==> src/rtl/pipeline_sram_arbiter_if.sv <==
// Request, upload and SRAM-pin bundle for the foreground SRAM arbiter.
// slave: the arbiter; master: requesters plus the SRAM device.
interface pipeline_sram_arbiter_if #(
    parameter int unsigned ADDR_WIDTH = 19,
    parameter int unsigned DATA_WIDTH = 16
);
    logic                  ctrl_fg_freeze;
    logic                  rd_req;
    logic [ADDR_WIDTH-1:0] rd_addr;
    logic                  rd_valid;
    logic [DATA_WIDTH-1:0] rd_data;
    logic                  wr_req;
    logic [ADDR_WIDTH-1:0] wr_addr;
    logic [DATA_WIDTH-1:0] wr_data;
    logic                  wr_ack;
    logic                  up_start;
    logic [ADDR_WIDTH-1:0] up_base_addr;
    logic [ADDR_WIDTH-1:0] up_word_count;
    logic [7:0]            up_byte;
    logic                  up_byte_valid;
    logic                  up_busy;
    logic                  up_done;
    logic                  up_overflow;
    logic [ADDR_WIDTH-1:0] sram_addr;
    logic [DATA_WIDTH-1:0] sram_wdata;
    logic                  sram_we_n;
    logic                  sram_oe_n;
    logic [DATA_WIDTH-1:0] sram_rdata;

    modport slave (
        input  ctrl_fg_freeze, rd_req, rd_addr, wr_req, wr_addr, wr_data,
               up_start, up_base_addr, up_word_count, up_byte, up_byte_valid, sram_rdata,
        output rd_valid, rd_data, wr_ack, up_busy, up_done, up_overflow,
               sram_addr, sram_wdata, sram_we_n, sram_oe_n
    );

    modport master (
        output ctrl_fg_freeze, rd_req, rd_addr, wr_req, wr_addr, wr_data,
               up_start, up_base_addr, up_word_count, up_byte, up_byte_valid, sram_rdata,
        input  rd_valid, rd_data, wr_ack, up_busy, up_done, up_overflow,
               sram_addr, sram_wdata, sram_we_n, sram_oe_n
    );
endinterface

==> src/rtl/pipeline_sram_arbiter.sv <==
// Single-port foreground SRAM arbiter: pipeline read > capture write > SPI upload,
// one registered SRAM operation per clock. DATA_WIDTH must be 16 (two bytes per word).
module pipeline_sram_arbiter #(
    parameter int unsigned ADDR_WIDTH = 19,
    parameter int unsigned DATA_WIDTH = 16,
    parameter int unsigned FIFO_DEPTH = 4,
    parameter int unsigned RD_LATENCY = 2
) (
    input  logic                    clk,
    input  logic                    rst_n,
    pipeline_sram_arbiter_if.slave  bus
);

    localparam int unsigned PTR_W = (FIFO_DEPTH > 1) ? $clog2(FIFO_DEPTH) : 1;
    localparam int unsigned CNT_W = PTR_W + 1;

    typedef enum logic [1:0] {
        UP_IDLE  = 2'd0,
        UP_RECV  = 2'd1,
        UP_DRAIN = 2'd2
    } up_state_e;

    up_state_e             state_q, state_d;
    logic [ADDR_WIDTH-1:0] ptr_q, ptr_d;
    logic [ADDR_WIDTH-1:0] remaining_q, remaining_d;
    logic                  have_hi_q, have_hi_d;
    logic [7:0]            hi_byte_q, hi_byte_d;
    logic                  overflow_q, overflow_d;
    logic                  busy_q, busy_d;
    logic                  done_q, done_d;

    logic [DATA_WIDTH-1:0] fifo_mem_q [FIFO_DEPTH];
    logic [PTR_W-1:0]      fifo_wr_ptr_q, fifo_wr_ptr_d;
    logic [PTR_W-1:0]      fifo_rd_ptr_q, fifo_rd_ptr_d;
    logic [CNT_W-1:0]      fifo_cnt_q, fifo_cnt_d;

    logic [RD_LATENCY-1:0] rd_pipe_q, rd_pipe_d;
    logic                  rd_valid_q, rd_valid_d;
    logic [DATA_WIDTH-1:0] rd_data_q, rd_data_d;
    logic                  wr_ack_q, wr_ack_d;
    logic [ADDR_WIDTH-1:0] sram_addr_q, sram_addr_d;
    logic [DATA_WIDTH-1:0] sram_wdata_q, sram_wdata_d;
    logic                  sram_we_n_q, sram_we_n_d;
    logic                  sram_oe_n_q, sram_oe_n_d;

    logic                  rd_grant, wr_slot, wr_grant, up_grant;
    logic                  fifo_empty, fifo_full;
    logic                  push, pop;
    logic [DATA_WIDTH-1:0] push_data;

    // Arbitration, read pipeline, byte packer, FIFO and upload FSM next state
    always_comb begin
        state_d       = state_q;
        ptr_d         = ptr_q;
        remaining_d   = remaining_q;
        have_hi_d     = have_hi_q;
        hi_byte_d     = hi_byte_q;
        overflow_d    = overflow_q;
        busy_d        = busy_q;
        done_d        = 1'b0;
        fifo_wr_ptr_d = fifo_wr_ptr_q;
        fifo_rd_ptr_d = fifo_rd_ptr_q;
        fifo_cnt_d    = fifo_cnt_q;
        rd_pipe_d     = rd_pipe_q;
        rd_valid_d    = 1'b0;
        rd_data_d     = rd_data_q;
        wr_ack_d      = 1'b0;
        sram_addr_d   = sram_addr_q;
        sram_wdata_d  = sram_wdata_q;
        sram_we_n_d   = 1'b1;
        sram_oe_n_d   = 1'b1;
        push          = 1'b0;
        pop           = 1'b0;
        push_data     = '0;

        fifo_empty = (fifo_cnt_q == '0);
        fifo_full  = (fifo_cnt_q == CNT_W'(FIFO_DEPTH));
        rd_grant   = bus.rd_req;
        wr_slot    = !bus.rd_req && bus.wr_req;
        wr_grant   = wr_slot && !bus.ctrl_fg_freeze;
        up_grant   = !rd_grant && !wr_grant && !fifo_empty;

        if (rd_grant) begin
            sram_addr_d = bus.rd_addr;
            sram_oe_n_d = 1'b0;
        end else if (wr_grant) begin
            sram_addr_d  = bus.wr_addr;
            sram_wdata_d = bus.wr_data;
            sram_we_n_d  = 1'b0;
        end else if (up_grant) begin
            sram_addr_d  = ptr_q;
            sram_wdata_d = fifo_mem_q[fifo_rd_ptr_q];
            sram_we_n_d  = 1'b0;
            ptr_d        = ptr_q + ADDR_WIDTH'(1);
            pop          = 1'b1;
        end
        // A frozen capture is still acknowledged so the capture side never stalls
        wr_ack_d = wr_slot;

        rd_pipe_d[0] = rd_grant;
        for (int unsigned i = 1; i < RD_LATENCY; i++) begin
            rd_pipe_d[i] = rd_pipe_q[i-1];
        end
        if (rd_pipe_q[RD_LATENCY-1]) begin
            rd_valid_d = 1'b1;
            rd_data_d  = bus.sram_rdata;
        end

        unique case (state_q)
            UP_IDLE: begin
                if (bus.up_start) begin
                    ptr_d       = bus.up_base_addr;
                    remaining_d = bus.up_word_count;
                    overflow_d  = 1'b0;
                    have_hi_d   = 1'b0;
                    hi_byte_d   = 8'h00;
                    if (bus.up_word_count == '0) begin
                        done_d = 1'b1;
                    end else begin
                        state_d = UP_RECV;
                        busy_d  = 1'b1;
                    end
                end
            end
            UP_RECV: begin
                if (bus.up_byte_valid) begin
                    if (!have_hi_q) begin
                        hi_byte_d = bus.up_byte;
                        have_hi_d = 1'b1;
                    end else begin
                        have_hi_d   = 1'b0;
                        remaining_d = remaining_q - ADDR_WIDTH'(1);
                        // A simultaneous pop frees a slot, so a full FIFO still accepts
                        if (!fifo_full || pop) begin
                            push      = 1'b1;
                            push_data = DATA_WIDTH'({hi_byte_q, bus.up_byte});
                        end else begin
                            overflow_d = 1'b1;
                        end
                        if (remaining_q == ADDR_WIDTH'(1)) begin
                            state_d = UP_DRAIN;
                        end
                    end
                end
            end
            UP_DRAIN: begin
                if (fifo_empty) begin
                    done_d  = 1'b1;
                    busy_d  = 1'b0;
                    state_d = UP_IDLE;
                end
            end
            default: state_d = UP_IDLE;
        endcase

        if (push) fifo_wr_ptr_d = fifo_wr_ptr_q + PTR_W'(1);
        if (pop)  fifo_rd_ptr_d = fifo_rd_ptr_q + PTR_W'(1);
        unique case ({push, pop})
            2'b10:   fifo_cnt_d = fifo_cnt_q + CNT_W'(1);
            2'b01:   fifo_cnt_d = fifo_cnt_q - CNT_W'(1);
            default: fifo_cnt_d = fifo_cnt_q;
        endcase
    end

    always_ff @(posedge clk) begin
        if (!rst_n) begin
            state_q       <= UP_IDLE;
            ptr_q         <= '0;
            remaining_q   <= '0;
            have_hi_q     <= 1'b0;
            hi_byte_q     <= 8'h00;
            overflow_q    <= 1'b0;
            busy_q        <= 1'b0;
            done_q        <= 1'b0;
            fifo_wr_ptr_q <= '0;
            fifo_rd_ptr_q <= '0;
            fifo_cnt_q    <= '0;
            rd_pipe_q     <= '0;
            rd_valid_q    <= 1'b0;
            rd_data_q     <= '0;
            wr_ack_q      <= 1'b0;
            sram_addr_q   <= '0;
            sram_wdata_q  <= '0;
            sram_we_n_q   <= 1'b1;
            sram_oe_n_q   <= 1'b1;
        end else begin
            state_q       <= state_d;
            ptr_q         <= ptr_d;
            remaining_q   <= remaining_d;
            have_hi_q     <= have_hi_d;
            hi_byte_q     <= hi_byte_d;
            overflow_q    <= overflow_d;
            busy_q        <= busy_d;
            done_q        <= done_d;
            fifo_wr_ptr_q <= fifo_wr_ptr_d;
            fifo_rd_ptr_q <= fifo_rd_ptr_d;
            fifo_cnt_q    <= fifo_cnt_d;
            rd_pipe_q     <= rd_pipe_d;
            rd_valid_q    <= rd_valid_d;
            rd_data_q     <= rd_data_d;
            wr_ack_q      <= wr_ack_d;
            sram_addr_q   <= sram_addr_d;
            sram_wdata_q  <= sram_wdata_d;
            sram_we_n_q   <= sram_we_n_d;
            sram_oe_n_q   <= sram_oe_n_d;
        end
    end

    // Storage needs no reset: the cleared pointers make stale entries unreachable
    always_ff @(posedge clk) begin
        if (rst_n && push) begin
            fifo_mem_q[fifo_wr_ptr_q] <= push_data;
        end
    end

    assign bus.rd_valid    = rd_valid_q;
    assign bus.rd_data     = rd_data_q;
    assign bus.wr_ack      = wr_ack_q;
    assign bus.up_busy     = busy_q;
    assign bus.up_done     = done_q;
    assign bus.up_overflow = overflow_q;
    assign bus.sram_addr   = sram_addr_q;
    assign bus.sram_wdata  = sram_wdata_q;
    assign bus.sram_we_n   = sram_we_n_q;
    assign bus.sram_oe_n   = sram_oe_n_q;

endmodule

==> src/flat_wrapper.sv <==
// flat-port wrapper written by rule: the top's interface ports become plain ports
module pipeline_sram_arbiter_flat 
#(
    parameter int unsigned ADDR_WIDTH = 19,
    parameter int unsigned DATA_WIDTH = 16,
    parameter int unsigned FIFO_DEPTH = 4,
    parameter int unsigned RD_LATENCY = 2
)
  (clk, rst_n, bus_ctrl_fg_freeze, bus_rd_req, bus_rd_addr, bus_wr_req, bus_wr_addr, bus_wr_data, bus_up_start, bus_up_base_addr, bus_up_word_count, bus_up_byte, bus_up_byte_valid, bus_sram_rdata, bus_rd_valid, bus_rd_data, bus_wr_ack, bus_up_busy, bus_up_done, bus_up_overflow, bus_sram_addr, bus_sram_wdata, bus_sram_we_n, bus_sram_oe_n);
  pipeline_sram_arbiter_if #(.ADDR_WIDTH(ADDR_WIDTH), .DATA_WIDTH(DATA_WIDTH)) bus_i ();
  input  logic clk;
  input  logic rst_n;
  input wire logic [$bits(bus_i.ctrl_fg_freeze)-1:0] bus_ctrl_fg_freeze;
  input wire logic [$bits(bus_i.rd_req)-1:0] bus_rd_req;
  input wire logic [$bits(bus_i.rd_addr)-1:0] bus_rd_addr;
  input wire logic [$bits(bus_i.wr_req)-1:0] bus_wr_req;
  input wire logic [$bits(bus_i.wr_addr)-1:0] bus_wr_addr;
  input wire logic [$bits(bus_i.wr_data)-1:0] bus_wr_data;
  input wire logic [$bits(bus_i.up_start)-1:0] bus_up_start;
  input wire logic [$bits(bus_i.up_base_addr)-1:0] bus_up_base_addr;
  input wire logic [$bits(bus_i.up_word_count)-1:0] bus_up_word_count;
  input wire logic [$bits(bus_i.up_byte)-1:0] bus_up_byte;
  input wire logic [$bits(bus_i.up_byte_valid)-1:0] bus_up_byte_valid;
  input wire logic [$bits(bus_i.sram_rdata)-1:0] bus_sram_rdata;
  output wire logic [$bits(bus_i.rd_valid)-1:0] bus_rd_valid;
  output wire logic [$bits(bus_i.rd_data)-1:0] bus_rd_data;
  output wire logic [$bits(bus_i.wr_ack)-1:0] bus_wr_ack;
  output wire logic [$bits(bus_i.up_busy)-1:0] bus_up_busy;
  output wire logic [$bits(bus_i.up_done)-1:0] bus_up_done;
  output wire logic [$bits(bus_i.up_overflow)-1:0] bus_up_overflow;
  output wire logic [$bits(bus_i.sram_addr)-1:0] bus_sram_addr;
  output wire logic [$bits(bus_i.sram_wdata)-1:0] bus_sram_wdata;
  output wire logic [$bits(bus_i.sram_we_n)-1:0] bus_sram_we_n;
  output wire logic [$bits(bus_i.sram_oe_n)-1:0] bus_sram_oe_n;
  assign bus_i.ctrl_fg_freeze = bus_ctrl_fg_freeze;
  assign bus_i.rd_req = bus_rd_req;
  assign bus_i.rd_addr = bus_rd_addr;
  assign bus_i.wr_req = bus_wr_req;
  assign bus_i.wr_addr = bus_wr_addr;
  assign bus_i.wr_data = bus_wr_data;
  assign bus_i.up_start = bus_up_start;
  assign bus_i.up_base_addr = bus_up_base_addr;
  assign bus_i.up_word_count = bus_up_word_count;
  assign bus_i.up_byte = bus_up_byte;
  assign bus_i.up_byte_valid = bus_up_byte_valid;
  assign bus_i.sram_rdata = bus_sram_rdata;
  assign bus_rd_valid = bus_i.rd_valid;
  assign bus_rd_data = bus_i.rd_data;
  assign bus_wr_ack = bus_i.wr_ack;
  assign bus_up_busy = bus_i.up_busy;
  assign bus_up_done = bus_i.up_done;
  assign bus_up_overflow = bus_i.up_overflow;
  assign bus_sram_addr = bus_i.sram_addr;
  assign bus_sram_wdata = bus_i.sram_wdata;
  assign bus_sram_we_n = bus_i.sram_we_n;
  assign bus_sram_oe_n = bus_i.sram_oe_n;
  pipeline_sram_arbiter #(.ADDR_WIDTH(ADDR_WIDTH), .DATA_WIDTH(DATA_WIDTH), .FIFO_DEPTH(FIFO_DEPTH), .RD_LATENCY(RD_LATENCY)) u_core (.clk(clk), .rst_n(rst_n), .bus(bus_i));
endmodule
==> config.mk <==
export PLATFORM = sky130hd
export DESIGN_NAME = pipeline_sram_arbiter_flat
export DESIGN_NICKNAME = d
export VERILOG_FILES = /design/src/rtl/pipeline_sram_arbiter_if.sv /design/src/rtl/pipeline_sram_arbiter.sv /design/src/flat_wrapper.sv
export SDC_FILE = /design/constraint.sdc
export NUM_CORES = 1
export LEC_CHECK = 0
export ABC_AREA = 1
export BUFFER_PORTS_ARGS = -buffer_cell sky130_fd_sc_hd__buf_2
export CAP_MARGIN = 0
export CORE_ASPECT_RATIO = 0.6
export CORE_MARGIN = 2
export CORE_UTILIZATION = 57
export CTS_BUF_LIST = sky130_fd_sc_hd__clkbuf_8
export CTS_CLUSTER_DIAMETER = 60
export DETAILED_ROUTE_END_ITERATION = 10
export PLACE_DENSITY_LB_ADDON = 0.2
export SETUP_SLACK_MARGIN = 0.3
export SLEW_MARGIN = 10
export SYNTH_ARGS = -nofsm -noshare
export SYNTH_HDL_FRONTEND = slang
export SYNTH_SLANG_ARGS = --single-unit
export TNS_END_PERCENT = 10
==> constraint.sdc <==
create_clock -name clk -period 3.67 [get_ports clk]
set_input_delay 0.734 -clock clk [delete_from_list [all_inputs] [get_ports clk]]
set_output_delay 0.734 -clock clk [all_outputs]
set_load 0.02 [all_outputs]
# After elaboration in Yosys (flattened, before gate mapping)
# Memories as Yosys holds them, arrays and structs flattened. A register that Yosys moved wholly into a read port is not among the register bits.
# Index checks and enable logic that the tools add are counted.
[totals]
reg_bits = 116
ram_bits = 64
inputBits = 123
out_inout_bits = 58
elab_cells = 130
memories = 1
[mem_list]
columns = ["name", "words", "word_bits", "read_ports", "rd_ports_with_merged_regs", "write_ports", "line_no", "source"]
rows = [
  ["u_core.fifo_mem_q", 4, 16, 1, 1, 1, "pipeline_sram_arbiter.sv:32", "logic [DATA_WIDTH-1:0] fifo_mem_q [FIFO_DEPTH];"],
]
[classes]
n_addsub = 6
n_eq_ne = 14
mux = 61
n_bitwise = 2
n_reduce_logical = 27
[ops]
columns = ["operator", "count"]
rows = [
  ["19-bit two-way mux", 11],
  ["16-bit two-way mux", 6],
  ["19-bit case mux with 2 select lines", 1],
  ["1-bit two-way mux", 25],
  ["8-bit two-way mux", 3],
  ["19-bit by 1-bit adder with 19-bit output (second input constant)", 1],
  ["19-bit by 1-bit equality test with 1-bit output (second input constant)", 1],
  ["19-bit zero test", 1],
  ["19-bit by 1-bit subtractor with 19-bit output (second input constant)", 1],
  ["2-bit two-way mux", 8],
  ["8-bit case mux with 2 select lines", 1],
  ["4-bit AND reduction", 3],
  ["2-bit inequality test (second input constant)", 5],
  ["1-bit case mux with 2 select lines", 4],
  ["2-bit nonzero test", 4],
  ["2-bit by 1-bit inequality test with 1-bit output (second input constant)", 3],
  ["2-bit case mux with 3 select lines", 1],
  ["3-bit case mux with 2 select lines", 1],
  ["6-bit AND reduction", 1],
  ["1-bit logical AND", 5],
  ["1-bit zero test", 5],
  ["5-bit AND reduction", 1],
  ["2-bit by 1-bit adder with 2-bit output (second input constant)", 2],
  ["2-bit by 1-bit equality test with 1-bit output (second input constant)", 2],
  ["other kinds (12)", 14],
]

# Longest topological paths before layout
# Gate-level depths: netlist (run 1).
[logic_depth]
ltp_word = 17
mapped_depth = 12
ltp_nobuf = 11

# Worst setup path after synthesis (run 1)
# OpenSTA, ideal clock, no wires.
[synth_timing]
path_kind = "input-to-reg"
from = "input port bus_ctrl_fg_freeze"
to = "memory u_core.fifo_mem_q[0][0] (enable)"
setup_time_ns = 0.413
t_arrival_ns = 2.641
t_required_ns = 3.257
path_slack_ns = 0.616
cell_stages = 5
path_cell_list = "inv_1 a21oi_4 o21ai_1 buf_2 nor3b_1"
[synth_between]
elab_chain_len = 16
[synth_rtl]
columns = ["item", "line_no", "source"]
rows = [
  ["start, declared", "flat_wrapper.sv:13", "input wire logic [$bits(bus_i.ctrl_fg_freeze)-1:0] bus_ctrl_fg_freeze;"],
  ["1-bit zero test (*)", "pipeline_sram_arbiter.sv:80", "wr_grant = wr_slot && !bus.ctrl_fg_freeze;"],
  ["1-bit logical AND (*)", "pipeline_sram_arbiter.sv:80", ""],
  ["1-bit zero test", "pipeline_sram_arbiter.sv:81", "up_grant = !rd_grant && !wr_grant && !fifo_empty;"],
  ["1-bit logical AND (2 in series)", "pipeline_sram_arbiter.sv:81", ""],
  ["1-bit two-way mux", "pipeline_sram_arbiter.sv:90", "end else if (up_grant) begin"],
  ["1-bit two-way mux (*)", "pipeline_sram_arbiter.sv:86", "end else if (wr_grant) begin"],
  ["1-bit two-way mux (*)", "pipeline_sram_arbiter.sv:83", "if (rd_grant) begin"],
  ["1-bit logical OR (*)", "pipeline_sram_arbiter.sv:134", "if (!fifo_full || pop) begin"],
  ["1-bit two-way mux (*)", "pipeline_sram_arbiter.sv:134", ""],
  ["1-bit two-way mux (*)", "pipeline_sram_arbiter.sv:127", "if (!have_hi_q) begin"],
  ["1-bit two-way mux (*)", "pipeline_sram_arbiter.sv:126", "if (bus.up_byte_valid) begin"],
  ["1-bit two-way mux (*)", "pipeline_sram_arbiter.sv:109", "unique case (state_q)"],
  ["1-bit logical AND (*)", "pipeline_sram_arbiter.sv:211", "if (rst_n && push) begin"],
  ["1-bit two-way mux (*)", "pipeline_sram_arbiter.sv:211", ""],
  ["1-bit two-way mux (not written as such) (*)", "pipeline_sram_arbiter.sv:212", "fifo_mem_q[fifo_wr_ptr_q] <= push_data;"],
  ["end, declared", "pipeline_sram_arbiter.sv:32", ""],
]
# Mark *: on every way between the ends. The rest lies on a longest branch, timed or not.

# Final worst setup path (run 1)
[layout_timing]
from = "register u_core.state_q[0]"
to = "memory u_core.fifo_mem_q[3][9] (enable)"
[layout_between]
elab_chain_len = 5
[layout_rtl]
columns = ["item", "line_no", "source"]
rows = [
  ["start, declared", "pipeline_sram_arbiter.sv:23", "up_state_e state_q, state_d;"],
  ["start signal, assigned", "pipeline_sram_arbiter.sv:187", "state_q <= state_d;"],
  ["2-bit by 1-bit equality test with 1-bit output", "pipeline_sram_arbiter.sv:109", ""],
  ["1-bit two-way mux", "pipeline_sram_arbiter.sv:109", ""],
  ["1-bit logical AND", "pipeline_sram_arbiter.sv:211", ""],
  ["1-bit two-way mux", "pipeline_sram_arbiter.sv:211", ""],
  ["1-bit two-way mux (not written as such)", "pipeline_sram_arbiter.sv:212", ""],
]
# Every way passes these cells.

==> results of run 1 <==
[critical path: stages, from the launching register on]
cell	delay, ns
sky130_fd_sc_hd__dfxtp_1	0.41
sky130_fd_sc_hd__nand2_1	0.35
sky130_fd_sc_hd__nor3_1	0.43
sky130_fd_sc_hd__o21ai_2	0.11
sky130_fd_sc_hd__buf_4	0.25
sky130_fd_sc_hd__nor3b_2	0.19
sky130_fd_sc_hd__buf_4	0.29
[flip-flops by register name (all words and copies together) (netlist names), 2 cells and up, named ones only]
register,count
u_core.bus.sram_wdata,16
u_core.fifo_cnt_q,3
u_core.hi_byte_q,8
u_core.rd_pipe_q,2
u_core.fifo_wr_ptr_q,2
u_core.fifo_rd_ptr_q,2
u_core.ptr_q,19
u_core.remaining_q,19
u_core.state_q,2
u_core.bus.rd_data,16
u_core.bus.sram_addr,19
u_core.fifo_mem_q,64
[logic make-up after synthesis]
kind of cell             count (synthesis)  synth area share [%]
AND/OR/NAND/NOR                        476                  23.7
AO/OA/AOI/OAI                          222                  15.2
flip-flops                             182                  50.8
buffers and inverters                  164                  7.71
XOR/XNOR                                11                  1.14
adder cells (fa/ha/maj)                  9                  1.42
[cell usage in the layout (no fill, tap or decap), types with 6 or more instances in the layout]
cell and count:
sky130_fd_sc_hd__ha_1 8, sky130_fd_sc_hd__inv_1 111, sky130_fd_sc_hd__clkbuf_8 18, sky130_fd_sc_hd__buf_2 180, sky130_fd_sc_hd__buf_4 17, sky130_fd_sc_hd__nand2_1 190, sky130_fd_sc_hd__o22a_1 6, sky130_fd_sc_hd__o21ai_0 103
sky130_fd_sc_hd__o2111ai_1 9, sky130_fd_sc_hd__or2_2 10, sky130_fd_sc_hd__xor2_1 9, sky130_fd_sc_hd__nor2_1 182, sky130_fd_sc_hd__edfxtp_1 64, sky130_fd_sc_hd__nand3_1 58, sky130_fd_sc_hd__o21ai_1 11, sky130_fd_sc_hd__nand4_1 12
sky130_fd_sc_hd__a21oi_1 47, sky130_fd_sc_hd__dfxtp_1 118, sky130_fd_sc_hd__o22ai_1 6, sky130_fd_sc_hd__nor3_1 6, sky130_fd_sc_hd__o211ai_1 28
[area by class of cell]
type | count | area share (%)
Timing Repair Buffer | 197 | 10.4
Inverter | 117 | 4.45
Sequential cell | 182 | 43.2
Clock buffer | 18 | 2.50
Clock inverter | 14 | 1.50
Multi-Input combinational cell | 718 | 35.5
Tap cell | 198 | 2.50
[path summary, 6_finish.rpt]
| kind | cells past startpoint | end | slack (ns) | start |
|---|---|---|---|---|
| worst max-delay path | 6 | u_core.fifo_mem_q[3][9]$_DFFE_PP_ | 1.32 | u_core.state_q[0]$_SDFFE_PN0P_ |
| worst min-delay path | 2 | u_core.rd_pipe_q[1]$_SDFF_PN0_ | 0.43 | u_core.rd_pipe_q[0]$_SDFF_PN0_ |
| worst max register to register | 6 | u_core.fifo_mem_q[3][9]$_DFFE_PP_ | 1.32 | u_core.state_q[0]$_SDFFE_PN0P_ |
| worst min register to register | 2 | u_core.rd_pipe_q[1]$_SDFF_PN0_ | 0.43 | u_core.rd_pipe_q[0]$_SDFF_PN0_ |
[routing by layer]
metal / vias up / GRT usage, %
met5: - / 0
met4: 0 / 7.97
met3: 25 / 5.99
met2: 349 / 41.3
met1: 3626 / 44.5
li1: 3853 / -
[per-stage QoR]
step           total power [mW]  hold slack (ns)  utilization, %  instance area, µm²
3_3_place_gp               3.23            0.407            65.9                9530
5_1_grt                    4.82            0.464            68.6                9920
6_report                   4.60            0.432            68.6                9920
3_5_place_dp               3.24            0.400            65.9                9530
2_1_floorplan              2.94            0.390               -                8440
4_1_cts                    4.60            0.431            68.6                9920
[report_power, final]
group	internal, mW	leakage [nW]	total, mW	switching, mW
Sequential	2.19	1.66	2.28	0.0884
Combinational	0.316	2.68	0.935	0.619
Clock	0.632	0.203	1.38	0.745
==> reports/summary.md, run 1 <==
Clock network
- hold buffer count at cts: 0
- CTS tree: built
- number of clock sinks: 182
- cell chosen for the clock root: sky130_fd_sc_hd__clkbuf_8
- CTS resizes: 0
- clock-pin transition on the worst setup and hold timing paths: 0.09 ns
- H-tree level count: 4
- Skew-Pair Late Insertion Delay: 0.46 ns
- Clock Path Buffers: 2
- clock buffers created by TritonCTS: 17
- Post CTS Setup Buffer Count: 0

Flow run
- Max Cap Viol: 0

Place
- pre-CTS setup slack: 1.08 ns
- HPWL after detailed placement: 15900 µm
- Port Buffer Count: 180
- # placed instances: 1412
- GP Congestion: 0.891

Yosys
- Yosys reg bits: 182
- top_reg_cell synth: sky130_fd_sc_hd__dfxtp_1
- Cell variety after synth: 44
- count of flip-flops with a built-in enable after synthesis: 64
- Post-Synthesis Mean Instance Area: 7.93 µm²
- synthesized instance count: 1064
- top cell type's share of synthesized area: 28.0%
- top cells by area in the synthesized netlist: sky130_fd_sc_hd__dfxtp_1 (28%), sky130_fd_sc_hd__edfxtp_1 (23%), sky130_fd_sc_hd__nand2_1 (8.5%)
- most frequent cell after synthesis: sky130_fd_sc_hd__nand2_1
- cell taking the most area after synthesis: sky130_fd_sc_hd__dfxtp_1
- Syn Nets: 1196
- Synth top cells by count: sky130_fd_sc_hd__nand2_1 (190), sky130_fd_sc_hd__nor2_1 (182), sky130_fd_sc_hd__dfxtp_1 (118)
- Synth warnings: 0
- fraction of synthesis flops using an asynchronous set or reset pin: 0%
- sequential-to-total area share from yosys stat: 50.8%
- Netlist Area Pre-Place: 0.00844 mm²

STA
- setup violators final: 0
- top achievable clock speed: 0.425 GHz
- Fin Clk Skew: 0.0153 ns
- measured slew at the worst slew-check pin: 0.736 ns
- post-route clock period utilization: 64.1%
- unrepaired setup endpoints after global routing: no
- count of final max-slew check failures: 0
- worst relative slew slack: 50.6%
- aggregate negative setup slack: 0 ns
- total count of hold-check failures in the final report: 0
- crit path setup slack, layout: 1.32 ns
- time the final worst path needs with I/O delays and setup: 2.35 ns

Critical path
- startpoint kind of the worst setup timing path: flip-flop
- Worst setup EP type: flip-flop
- type of the worst setup path: flip-flop to flip-flop
- worst path arrival time: 2.49 ns
- largest fanout of any net on the critical path: 24
- Required @ worst endpoint: 3.81 ns

Routing
- post-detailed-route wirelength per cell: 15.5 µm
- number of optimization iterations in the first detailed-route pass: 5
- starting DRC count in detailed routing: 756
- M1 WL: 11000 µm
- met3 WL post-DR: 1900 µm
- routed vias: 7853
- highest metal layer with signal wires: met4
- number of nets with antenna violations after routing: 0
- Post-Route WL: 22300 µm
- Met2 Routed Length: 9110 µm
- mean number of vias per cell: 5.44
- detailed-route DRC error count: 0

Global route
- aggregate global routing overflow: 0
- number of antenna violations at the first check in global routing: 0
- vias in the first global route: 7215
- pin count of the biggest net entering global routing: 57
- first-pass GRT wire length: 36400 µm
- global router's overall resource usage: 28.9%

Floorplanning
- width of the die: 161 µm
- row cnt: 34
- Placeable Area: 0.0145 mm²
- starting density of the core: 58.3%
- die outline area: 0.0158 mm²
- height of the chip: 98.2 µm
- top-level I/O count: 181

Cells and area
- share of layout cells above drive strength 1: 20.9%
- Net count, final: 1365
- count of non-filler cells in the finished layout: 1444
- total inserted antenna cells: 0
- synthesis-to-layout area growth: 17.6%
- Filler cells: 1273
- FF/Latch Area: 0.00428 mm²
- area taken by multi-input logic gates: 0.00353 mm²

Status
- status: finished, final reports clean

Pwr
- Leak Pwr: 4.55 nW
- worst vdd ir: 0.258 mV
- Cell Pwr Density: 463 mW/mm²

Hold path
- worst min path class: flip-flop to flip-flop

No activity file was read; power rests on OpenSTA's default activity.
==> run 2, diff against run 1 <==
ABC_AREA = 0   (was 1)
CORE_UTILIZATION = 51   (was 57)
clock period = 1.9 ns   (was 3.67 ns; I/O delays follow)
==> reports/summary.md, run 2 <==
Pwr
- worst vdd ir: 0.454 mV, +76%
- Leak Pwr: 4.52 nW, -0.66%
- switching power summed over all nets: 2.55 mW, +76%
- relative contribution of combinational cells to total power: 16.6%, -3.8 points
- Cell Pwr Density: 777 mW/mm², +68%
- Clk network pwr share: 32.0%, +2.0 points
- Internal Dissipation: 5.83 mW, +85%
- portion of total power attributed to sequential cells: 51.4%, +1.7 points
- fraction of power spent switching nets: 30.5%, -1.2 points

Floorplanning
- row cnt: 35, +2.9%
- starting density of the core: 52.9%, -5.4 points
- height of the chip: 103 µm, +4.4%
- die outline area: 0.0172 mm², +9.0%
- width of the die: 168 µm, +4.4%
- Placeable Area: 0.0156 mm², +7.8%
- top-level I/O count: 181, unchanged

STA
- Fin Clk Skew: 0.0254 ns, +0.0101 ns
- worst relative slew slack: 66.1%, +16 points
- count of final max-slew check failures: 0, unchanged
- crit path setup slack, layout: -0.0456 ns, -1.36 ns
- post-route clock period utilization: 102%, +38 points
- setup violators final: 1, +1
- measured slew at the worst slew-check pin: 0.504 ns, -0.232 ns
- unrepaired setup endpoints after global routing: yes
- top achievable clock speed: 0.514 GHz, +21%
- aggregate negative setup slack: -0.0456 ns, -0.0456 ns
- total count of hold-check failures in the final report: 0, unchanged
- time the final worst path needs with I/O delays and setup: 1.95 ns, -0.406 ns

Critical path
- Required @ worst endpoint: 2.28 ns, -1.53 ns
- worst path arrival time: 2.33 ns, -0.16 ns
- Worst setup EP type: flip-flop
- largest fanout of any net on the critical path: 3, -88%
- type of the worst setup path: flip-flop to flip-flop
- startpoint kind of the worst setup timing path: flip-flop

Yosys
- synthesized instance count: 791, -26%
- cell taking the most area after synthesis: sky130_fd_sc_hd__dfxtp_1
- count of flip-flops with a built-in enable after synthesis: 64, unchanged
- Post-Synthesis Mean Instance Area: 10.4 µm², +32%
- multiplexer fraction of the synthesized cell area: 11.2%, +11 points
- adder and majority gate portion of the synthesized area: 1.46%, +0.032 points
- top cell type's share of synthesized area: 28.6%, +0.62 points
- Syn Nets: 923, -23%
- Yosys reg bits: 182, unchanged
- most frequent cell after synthesis: sky130_fd_sc_hd__dfxtp_1
- xor/xnor cell area share of the yosys netlist: 0.637%, -0.51 points
- Cell variety after synth: 59, +34%
- fraction of synthesis flops using an asynchronous set or reset pin: 0%, unchanged
- Synth top cells by count: sky130_fd_sc_hd__dfxtp_1 (118), sky130_fd_sc_hd__edfxtp_1 (64), sky130_fd_sc_hd__a21oi_1 (61)
- Synth Area in Compound Gates: 15.2%, +0.036 points
- top cells by area in the synthesized netlist: sky130_fd_sc_hd__dfxtp_1 (29%), sky130_fd_sc_hd__edfxtp_1 (23%), sky130_fd_sc_hd__mux4_2 (4.4%)
- sequential-to-total area share from yosys stat: 51.9%, +1.1 points
- simple logic cell fraction of the synthesized area: 16.2%, -7.6 points
- Netlist Area Pre-Place: 0.00825 mm², -2.2%
- Synth warnings: 0, unchanged
- top_reg_cell synth: sky130_fd_sc_hd__dfxtp_1
- main combinational cell family by area after synthesis: simple AND/OR/NAND/NOR gates

Cells and area
- flip-flop count of the largest register, all copies and words added: 64, unchanged
- synthesis-to-layout area growth: 30.7%
- register with the most flip-flops: u_core.fifo_mem_q
- most frequent cells in the layout: sky130_fd_sc_hd__buf_2 (180), sky130_fd_sc_hd__dfxtp_1 (97), sky130_fd_sc_hd__buf_4 (66)
- count of non-filler cells in the finished layout: 1238, -14%
- most common cell after layout, fill and taps aside: sky130_fd_sc_hd__buf_2
- Net count, final: 1154, -15%
- share of layout cells above drive strength 1: 40.7%, +20 points
- total inserted antenna cells: 0, unchanged

Global route
- global router's overall resource usage: 26.3%, -2.7 points
- first-pass GRT wire length: 35300 µm, -3.1%
- pin count of the biggest net entering global routing: 40, -30%
- number of antenna violations at the first check in global routing: 1, +1
- vias in the first global route: 6678, -7.4%
- aggregate global routing overflow: 0, unchanged

Flow run
- Max Cap Viol: 0, unchanged

Routing
- mean number of vias per cell: 5.86, +7.8%
- number of nets with antenna violations after routing: 0, unchanged
- post-detailed-route wirelength per cell: 18.3 µm, +18%
- detailed-route DRC error count: 0, unchanged
- number of optimization iterations in the first detailed-route pass: 5, unchanged
- routed vias: 7259, -7.6%
- Post-Route WL: 22700 µm, +1.5%
- starting DRC count in detailed routing: 596, -21%

Clock network
- hold buffer count at cts: 0, unchanged
- clock-pin transition on the worst setup and hold timing paths: 0.11 ns, +0.02 ns
- H-tree level count: 4, unchanged
- Skew-Pair Late Insertion Delay: 0.47 ns, about the same
- CTS tree: built
- number of clock sinks: 182, unchanged
- Clock Path Buffers: 2, unchanged
- cell chosen for the clock root: sky130_fd_sc_hd__clkbuf_8
- clock buffers created by TritonCTS: 17, unchanged

Place
- Port Buffer Count: 180, unchanged
- HPWL after detailed placement: 15500 µm, -3.0%
- GP Congestion: 0.865, -2.9%
- # placed instances: 1189, -16%

Hold path
- worst min path class: primary input to flip-flop

Status
- status: finished with violations
- violated checks: negative setup slack

-- run 2: critical path, stage by stage, from the launching register on --
cell,delay [ns]
sky130_fd_sc_hd__dfxtp_2,0.38
sky130_fd_sc_hd__nor3_2,0.07
sky130_fd_sc_hd__nor3_2,0.28
sky130_fd_sc_hd__ha_4,0.19
sky130_fd_sc_hd__inv_2,0.04
sky130_fd_sc_hd__fa_2,0.32
sky130_fd_sc_hd__xor2_1,0.15
sky130_fd_sc_hd__or3_1,0.33
sky130_fd_sc_hd__a21oi_2,0.12
-- run 2: final cells by class --
type,instances,area (µm²)
Multi-Input combinational cell,537,4000
Sequential cell,182,4320
Timing Repair Buffer,268,1740
Inverter,16,60.1
Tap cell,203,254
Clock inverter,15,181
Clock buffer,17,234
Fill cell,1200,4810
-- run 2: path summary, 6_finish.rpt --
check | slack, ns | startpoint | end | cells after the start
max | -0.05 | u_core.fifo_cnt_q[1]$_SDFFE_PN0P_ | u_core.fifo_cnt_q[2]$_SDFFE_PN0P_ | 8
min | 0.15 | bus_sram_rdata[10] | u_core.bus.rd_data[10]$_SDFFE_PN0P_ | 3
max reg2reg | -0.05 | u_core.fifo_cnt_q[1]$_SDFFE_PN0P_ | u_core.fifo_cnt_q[2]$_SDFFE_PN0P_ | 8
min reg2reg | 0.44 | u_core.rd_pipe_q[0]$_SDFF_PN0_ | u_core.rd_pipe_q[1]$_SDFF_PN0_ | 1
-- run 2: stage by stage --
step | hold WS, ns | utilization (%) | instance area (µm²) | power (mW) | worst slack [ns]
after global placement | 0.414 | 63.2 | 9860 | 5.57 | -0.284
after CTS | 0.124 | 66.7 | 10400 | 8.26 | -0.0691
after detailed placement | 0.419 | 63.2 | 9860 | 5.59 | -0.332
after floorplan | 0.412 | - | 8280 | 5.06 | -0.391
after global routing | 0.137 | 69.2 | 10800 | 8.72 | -0.174
final | 0.151 | 69.2 | 10800 | 8.38 | -0.0456
-- run 2: cells by family (layout without fill, tap and decap cells) --
logic type / count (synthesis) / after routing
AND/OR/NAND/NOR: 249 / 249
AO/OA/AOI/OAI: 203 / 203
flip-flops: 182 / 182
buffers and inverters: 72 / 316
multiplexers: 70 / 70
adder cells (fa/ha/maj): 9 / 9
XOR/XNOR: 6 / 6
-- run 2: layer usage --
| layer | routed length (µm) | vias to the layer above | GRT usage, % |
|---|---|---|---|
| met3 | 1990 | 14 | 5.80 |
| li1 | - | 3448 | - |
| met1 | 11000 | 3425 | 40.1 |
| met4 | 145 | 0 | 6.56 |
| met2 | 9500 | 372 | 38.0 |
| met5 | 0 | - | 0 |
-- run 2: power by group through the flow --
stage                     sequential (mW)  combinational (mW)  clock [mW]
after detailed placement             4.36                1.22           0
after global routing                 4.32                1.51        2.88
after global placement               4.36                1.21           0
final                                4.30                1.39        2.68
after floorplan                      4.43               0.630           0
after CTS                            4.28                1.25        2.73
-- run 2: timing repair --
item,4_1_cts,5_1_grt
gates resized for setup,36,70
setup endpoints to repair,51,131
pin swaps,13,40
setup buffers,3,14
